==> src/rtl/rast_bus_pkg.sv <==
// Shared types and constants for the rasterizer memory arbiter.
package rast_bus_pkg;

  typedef enum logic {
    IDLE   = 1'b0,
    LOCKED = 1'b1
  } arb_state_e;

  localparam int ARB_RR    = 0;
  localparam int ARB_FIXED = 1;

  localparam int ERR_RDV = 0;
  localparam int ERR_RW  = 1;

endpackage

==> src/rtl/rast_tag_fifo.sv <==
// Read-tag FIFO: remembers which channel issued each outstanding read so
// in-order return data can be routed back to it.
module rast_tag_fifo
  import rast_bus_pkg::*;
#(
  parameter int WIDTH = 2,
  parameter int DEPTH = 8
) (
  input  logic                       clk,
  input  logic                       rst_n,
  input  logic                       push,
  input  logic [WIDTH-1:0]           push_data,
  input  logic                       pop,
  output logic [WIDTH-1:0]           pop_data,
  output logic [$clog2(DEPTH+1)-1:0] count,
  output logic                       full,
  output logic                       empty
);

  localparam int PTR_W = $clog2(DEPTH);
  localparam int CNT_W = $clog2(DEPTH+1);

  logic [WIDTH-1:0] tag_mem [DEPTH];
  logic [PTR_W-1:0] wr_ptr_q, wr_ptr_d;
  logic [PTR_W-1:0] rd_ptr_q, rd_ptr_d;
  logic [CNT_W-1:0] count_q, count_d;
  logic             do_push, do_pop;

  // Pointer and occupancy update; DEPTH is a power of two so pointers wrap naturally
  always_comb begin
    full     = (count_q == CNT_W'(DEPTH));
    empty    = (count_q == '0);
    do_push  = push & ~full;
    do_pop   = pop & ~empty;
    wr_ptr_d = wr_ptr_q + PTR_W'(do_push);
    rd_ptr_d = rd_ptr_q + PTR_W'(do_pop);
    count_d  = count_q;
    if (do_push && !do_pop) begin
      count_d = count_q + 1'b1;
    end else if (do_pop && !do_push) begin
      count_d = count_q - 1'b1;
    end
    pop_data = tag_mem[rd_ptr_q];
    count    = count_q;
  end

  // Control state, cleared by reset
  always_ff @(posedge clk or negedge rst_n) begin
    if (!rst_n) begin
      wr_ptr_q <= '0;
      rd_ptr_q <= '0;
      count_q  <= '0;
    end else begin
      wr_ptr_q <= wr_ptr_d;
      rd_ptr_q <= rd_ptr_d;
      count_q  <= count_d;
    end
  end

  // Tag storage; contents are meaningless until pushed, so no reset
  always_ff @(posedge clk) begin
    if (do_push) begin
      tag_mem[wr_ptr_q] <= push_data;
    end
  end

endmodule

==> src/rtl/rast_mem_arbiter.sv <==
// N-channel Avalon-MM master arbiter: shares one SDRAM master port between
// rasterizer stages, holds a granted request stable under waitrequest and
// routes in-order read data back through a tag FIFO.
module rast_mem_arbiter
  import rast_bus_pkg::*;
#(
  parameter int NUM_CH      = 3,
  parameter int ADDR_W      = 26,
  parameter int DATA_W      = 32,
  parameter int MAX_PENDING = 8,
  parameter int ARB_MODE    = ARB_RR
) (
  input  logic                               clock,
  input  logic                               reset,
  input  logic [NUM_CH-1:0][ADDR_W-1:0]      ch_address,
  input  logic [NUM_CH-1:0]                  ch_read,
  input  logic [NUM_CH-1:0]                  ch_write,
  input  logic [NUM_CH-1:0][DATA_W/8-1:0]    ch_byteenable,
  input  logic [NUM_CH-1:0][DATA_W-1:0]      ch_writedata,
  output logic [NUM_CH-1:0]                  ch_waitrequest,
  output logic [DATA_W-1:0]                  ch_readdata,
  output logic [NUM_CH-1:0]                  ch_readdatavalid,
  output logic [ADDR_W-1:0]                  m_address,
  output logic                               m_read,
  output logic                               m_write,
  output logic [DATA_W/8-1:0]                m_byteenable,
  output logic [DATA_W-1:0]                  m_writedata,
  input  logic [DATA_W-1:0]                  m_readdata,
  input  logic                               m_readdatavalid,
  input  logic                               m_waitrequest,
  output logic [$clog2(MAX_PENDING+1)-1:0]   reads_pending,
  output logic [1:0]                         err_flags
);

  localparam int CH_W = $clog2(NUM_CH);

  arb_state_e        state_q, state_d;
  logic [CH_W-1:0]   gnt_q, gnt_d;
  logic [CH_W-1:0]   last_grant_q, last_grant_d;
  logic [1:0]        err_q, err_d;

  logic [NUM_CH-1:0] eligible;
  logic [NUM_CH-1:0] rw_both;
  logic              win_found;
  logic [CH_W-1:0]   win_idx;
  logic [CH_W-1:0]   sel;
  logic              sel_active;
  logic              rd_sel, wr_sel;
  logic              accept;
  logic              fifo_push, fifo_pop, fifo_full, fifo_empty;
  logic [CH_W-1:0]   fifo_head;

  // A read needs a free tag slot; a channel raising both strobes counts as a read
  always_comb begin
    rw_both  = ch_read & ch_write;
    eligible = (ch_write & ~ch_read) | (ch_read & {NUM_CH{~fifo_full}});
  end

  // Winner search: rotating from last_grant+1, or from index 0 in fixed mode
  always_comb begin
    logic [CH_W-1:0] cand;
    win_found = 1'b0;
    win_idx   = '0;
    cand      = '0;
    for (int k = 0; k < NUM_CH; k++) begin
      if (ARB_MODE == ARB_FIXED) begin
        cand = CH_W'(k);
      end else begin
        cand = CH_W'((int'(last_grant_q) + 1 + k) % NUM_CH);
      end
      if (!win_found && eligible[cand]) begin
        win_found = 1'b1;
        win_idx   = cand;
      end
    end
  end

  // Grant FSM next-state; LOCKED pins the master port to gnt_q until accepted or dropped
  always_comb begin
    state_d      = state_q;
    gnt_d        = gnt_q;
    last_grant_d = last_grant_q;
    sel          = win_idx;
    sel_active   = win_found;
    if (state_q == LOCKED) begin
      sel        = gnt_q;
      sel_active = ch_read[gnt_q] | ch_write[gnt_q];
    end
    // Outputs must read as idle the moment reset is asserted, not at the next edge
    sel_active = sel_active & reset;
    rd_sel     = ch_read[sel];
    wr_sel     = ch_write[sel] & ~ch_read[sel];
    accept     = sel_active & ~m_waitrequest;
    case (state_q)
      IDLE: begin
        if (sel_active) begin
          if (accept) begin
            last_grant_d = win_idx;
          end else begin
            gnt_d   = win_idx;
            state_d = LOCKED;
          end
        end
      end
      LOCKED: begin
        if (!sel_active) begin
          state_d = IDLE;
        end else if (accept) begin
          last_grant_d = gnt_q;
          state_d      = IDLE;
        end
      end
      default: state_d = IDLE;
    endcase
  end

  // Master-side drive and per-channel handshake / return strobes
  always_comb begin
    m_read       = sel_active & rd_sel;
    m_write      = sel_active & wr_sel;
    m_address    = ch_address[sel];
    m_byteenable = ch_byteenable[sel];
    m_writedata  = ch_writedata[sel];
    ch_waitrequest = '1;
    if (accept) begin
      ch_waitrequest[sel] = 1'b0;
    end
    fifo_push   = accept & rd_sel;
    fifo_pop    = reset & m_readdatavalid & ~fifo_empty;
    ch_readdata = m_readdata;
    ch_readdatavalid = '0;
    if (fifo_pop) begin
      ch_readdatavalid[fifo_head] = 1'b1;
    end
  end

  // Sticky protocol error capture
  always_comb begin
    err_d = err_q;
    if (m_readdatavalid && fifo_empty) begin
      err_d[ERR_RDV] = 1'b1;
    end
    if (|rw_both) begin
      err_d[ERR_RW] = 1'b1;
    end
    err_flags = err_q;
  end

  // Arbiter state registers
  always_ff @(posedge clock or negedge reset) begin
    if (!reset) begin
      state_q      <= IDLE;
      gnt_q        <= '0;
      last_grant_q <= '0;
      err_q        <= '0;
    end else begin
      state_q      <= state_d;
      gnt_q        <= gnt_d;
      last_grant_q <= last_grant_d;
      err_q        <= err_d;
    end
  end

  rast_tag_fifo #(
    .WIDTH (CH_W),
    .DEPTH (MAX_PENDING)
  ) u_tag_fifo (
    .clk       (clock),
    .rst_n     (reset),
    .push      (fifo_push),
    .push_data (sel),
    .pop       (fifo_pop),
    .pop_data  (fifo_head),
    .count     (reads_pending),
    .full      (fifo_full),
    .empty     (fifo_empty)
  );

endmodule

==> config.mk <==
export PLATFORM = sky130hd
export DESIGN_NAME = rast_mem_arbiter
export DESIGN_NICKNAME = d
export VERILOG_FILES = /design/src/rtl/rast_bus_pkg.sv /design/src/rtl/rast_tag_fifo.sv /design/src/rtl/rast_mem_arbiter.sv
export SDC_FILE = /design/constraint.sdc
export NUM_CORES = 1
export LEC_CHECK = 0
export CAP_MARGIN = 0
export CORE_AREA = 2 2 131 133
export DETAILED_ROUTE_END_ITERATION = 7
export DIE_AREA = 0 0 133 135
export GPL_TIMING_DRIVEN = 0
export PLACE_DENSITY = 0.65
export SLEW_MARGIN = 20
export SYNTH_ARGS = -nofsm -noshare
export SYNTH_HDL_FRONTEND = slang
export SYNTH_SLANG_ARGS = --single-unit
==> constraint.sdc <==
create_clock -name clock -period 10.17 [get_ports clock]
set_input_delay 2.034 -clock clock [delete_from_list [all_inputs] [get_ports clock]]
set_output_delay 2.034 -clock clock [all_outputs]
set_load 0.02 [all_outputs]
==> out/qor.yml <==
worst_setup_path:
  startpoint_type: "input pin"
  worstPathRequired_ps: 8140
  cp_max_fo: 10
  path_cells: "clkdlybuf4s50_1, inv_1, a311oi_1, and3_1, nand3_1, o21ai_1, clkbuf_1, a221o_1, clkdlybuf4s50_1"
  path_depth: 9
  critical-path-slowest-cell: "clkdlybuf4s50_1"
  arrival_ps: 5610
  critPathBufInv: 4
  path_delay_family: "buffers and inverters"
  max_stage_delay_ps: 750
  endpoint_kind: "primary output"
  ff2ff_path_depth: 18
  crit_top_cell: "clkdlybuf4s50_1"
  criticalPathCategory: "input pin to primary output"
grt:
  grt_start_max_net_pins: 21
  grt_pass1_vias: 4166
  track_usage: 0.1955
  grt.overflow.total: 0
  antenna_found_initial: 3
  grt_pass1_wl_mm: 26.21
routing:
  route.vias.total: 4133
  drtIter0Drc: 230
  drt_first_pass_iters: 5
  antenna_left: 0
  wl_met2_mm: 8.380
  routed_via_density: 4.660
  wire_per_inst_um: 21.05
  wl_mm: 18.68
  wl_met1_mm: 7.823
  route.detailed.drc: 0
  top_layer: "met5"
  dr_wl_met3_mm: 2.268
clocking:
  cts_root_buffer: "clkbuf_16"
  clkTransAtPathRegs_ps: 50
  htree_levels: 2
  numClockSinks: 33
  clk_latency_ps: 280
  cts_tree: "yes"
  cts-resized-gates: 0
  cts_made_buffers: 5
  postCtsHoldBufs: 0
  cts_setup_buffers: 0
  cts_max_path_buffers: 2
job:
  max_cap_viol_count: 0
layout:
  nFillCells: 1559
  fin_util: 0.4144
  areaGrowthSynthToFinish_pct: 102.2
  nNetsFinal: 904
  drive_gt1_frac: 0.1034
  antenna_cells: 0
  fin_cells: 887
timing:
  fin_tns_setup_ps: 0
  worstMarginPinSlew_ps: 1028
  period_share: 0.7514
  drv_slew: 0
  fin_crit_ps: 7642
  fmax_mhz: 130.9
  hold_viol_final: 0
  rsz0062_at_grt: "false"
  setup_violations: 0
  max_slew_margin: 0.3144
  setup_slack_ps: 2528
  skew_ps: 5.884
yosys:
  synth_edf_count: 16
  ys_ff_latch: 33
  ys_warn_count: 0
  avgSynthCellArea_um2: 9.421
  ys_top_cells_by_area: "a221o_1 19%, edfxtp_1 14%, dfrtp_1 13%"
  yosysUniqueCellTypes: 51
  synth_common_cells: "63 x a221o_1, 63 x and2_1, 34 x buf_4, 17 x dfrtp_1"
  synth_ff_type: "dfrtp_1"
  yosysSeqAreaShare: 0.2693
  yosysTopAreaCellShare: 0.1875
  synth_nets: 595
  async_flop_share: 0.5152
  synth_top_area_cell: "a221o_1"
  syn_area_um2: 3363
  synthCells: 357
hold_path:
  min_delay_path_depth: 1
  hold_path_class: "register to register"
floorplanning:
  pin_count: 336
  dieWidth_um: 133
  dieArea_um2: 17960
  start_util: 0.2050
  die_h_um: 135
  rows: 47
  core_area_um2: 16410
place:
  dp.cells: 879
  dp_hpwl_mm: 16.39
  port_buffers: 302
  globalplace.congestion: 0.9254
  place_ws_ps: 2582
pwr:
  irDropWorstVdd_v: 0.0001343
  p_leak_nw: 2.630
  powerDensity_nw_per_um2: 321.8
run_status:
  status: "finished clean"
-- final timing paths --
path | startpoint | endpoint | slack [ps]
setup / recovery | ch_read[0] | m_writedata[17] | 2530
hold / removal | err_flags[0] | err_flags[0] | 480
setup reg to reg | last_grant_q[0] | u_tag_fifo.count[3] | 6070
hold reg to reg | err_flags[0] | err_flags[0] | 480
max in group asynchronous | reset | u_tag_fifo.wr_ptr_q[0] | 7320
min in group asynchronous | reset | u_tag_fifo.count[3] | 2280
-- worst reg2reg max path: cells and delay by family (launching register included) --
| kind | cells | cell delay, ps |
|---|---|---|
| xor+xnor | 2 | 280 |
| flops | 1 | 360 |
| compound gates | 5 | 1220 |
| simple gates | 4 | 760 |
| buf+inv | 4 | 560 |
| fa+ha+maj | 3 | 820 |
-- power by group --
part | total, mW | switching (mW) | internal, mW
Combinational | 1.81 | 0.954 | 0.860
Clock | 0.141 | 0.0509 | 0.0903
Sequential | 0.233 | 0.0448 | 0.189
-- layout make-up --
| type | count | area, µm² | area share |
|---|---|---|---|
| inverters | 11 | 41.29 | 0.006073 |
| plain buffers | 61 | 415.4 | 0.06110 |
| multi-input cells | 252 | 2001 | 0.2943 |
| repair buffers | 302 | 3023 | 0.4446 |
| well taps | 220 | 275.3 | 0.04049 |
| clock inverters | 1 | 5.005 | 0.0007361 |
| flip-flops and latches | 33 | 905.9 | 0.1332 |
| clock buffers | 7 | 132.6 | 0.01951 |
-- registers in the layout, indices dropped and copies added (netlist names) --
register             cells
u_tag_fifo.rd_ptr_q      3
u_tag_fifo.count         4
err_flags                2
gnt_q                    2
last_grant_q             2
u_tag_fifo.tag_mem      16
u_tag_fifo.wr_ptr_q      3
state_q                  1
-- metal layers --
layer,GRT usage,vias up
li1,-,1965
met1,0.2564,1909
met2,0.2991,234
met3,0.09535,19
met4,0.02449,6
met5,0,-
-- metrics by stage --
stage               instance area [µm²]  hold slack, ps  power [mW]
finish                             6799           479.4       2.188
global route                       6799           503.8       2.329
CTS                                6799           482.2       2.216
detailed placement                 6661           471.1       2.066
global placement                   6661           461.7       2.046
floorplan                          3363           488.4       1.249
-- layout by cell type (no fill, tap or decap), types with 2 or more instances in the layout --
cell type          n
clkdlybuf4s50_1  302
o21bai_1           2
mux4_2             4
mux2_2             5
o21ai_0            3
nor3_1             8
inv_1             11
nand3b_1           3
xor2_1             3
nor2_1            13
clkbuf_1          17
a211oi_1           4
a21o_1             3
mux2i_1            2
a21oi_1            5
nand2_1           16
nor4_2             5
o21ai_1            2
dfrtp_1           17
a221o_1           63
buf_6              7
nand3_1            5
nor2b_1            2
ha_1               9
edfxtp_1          16
xnor2_1            3
or4_1              2
buf_2              5
buf_4             34
and3_1             2
a311o_1            2
and2_1            63
nand2b_1           4
clkbuf_16          5
-- cell families (layout without fill, tap and decap cells) --
| logic type | after synthesis | count (layout) | share of synthesized area |
|---|---|---|---|
| AND/OR/NAND/NOR | 130 | 130 | 0.2344 |
| AO/OA/AOI/OAI | 95 | 95 | 0.2560 |
| buffers and inverters | 72 | 382 | 0.1358 |
| flip-flops | 33 | 33 | 0.2693 |
| multiplexers | 11 | 11 | 0.04948 |
| adder cells (fa/ha/maj) | 10 | 10 | 0.03944 |
| XOR/XNOR | 6 | 6 | 0.01563 |
No activity file was read; power rests on OpenSTA's default activity.
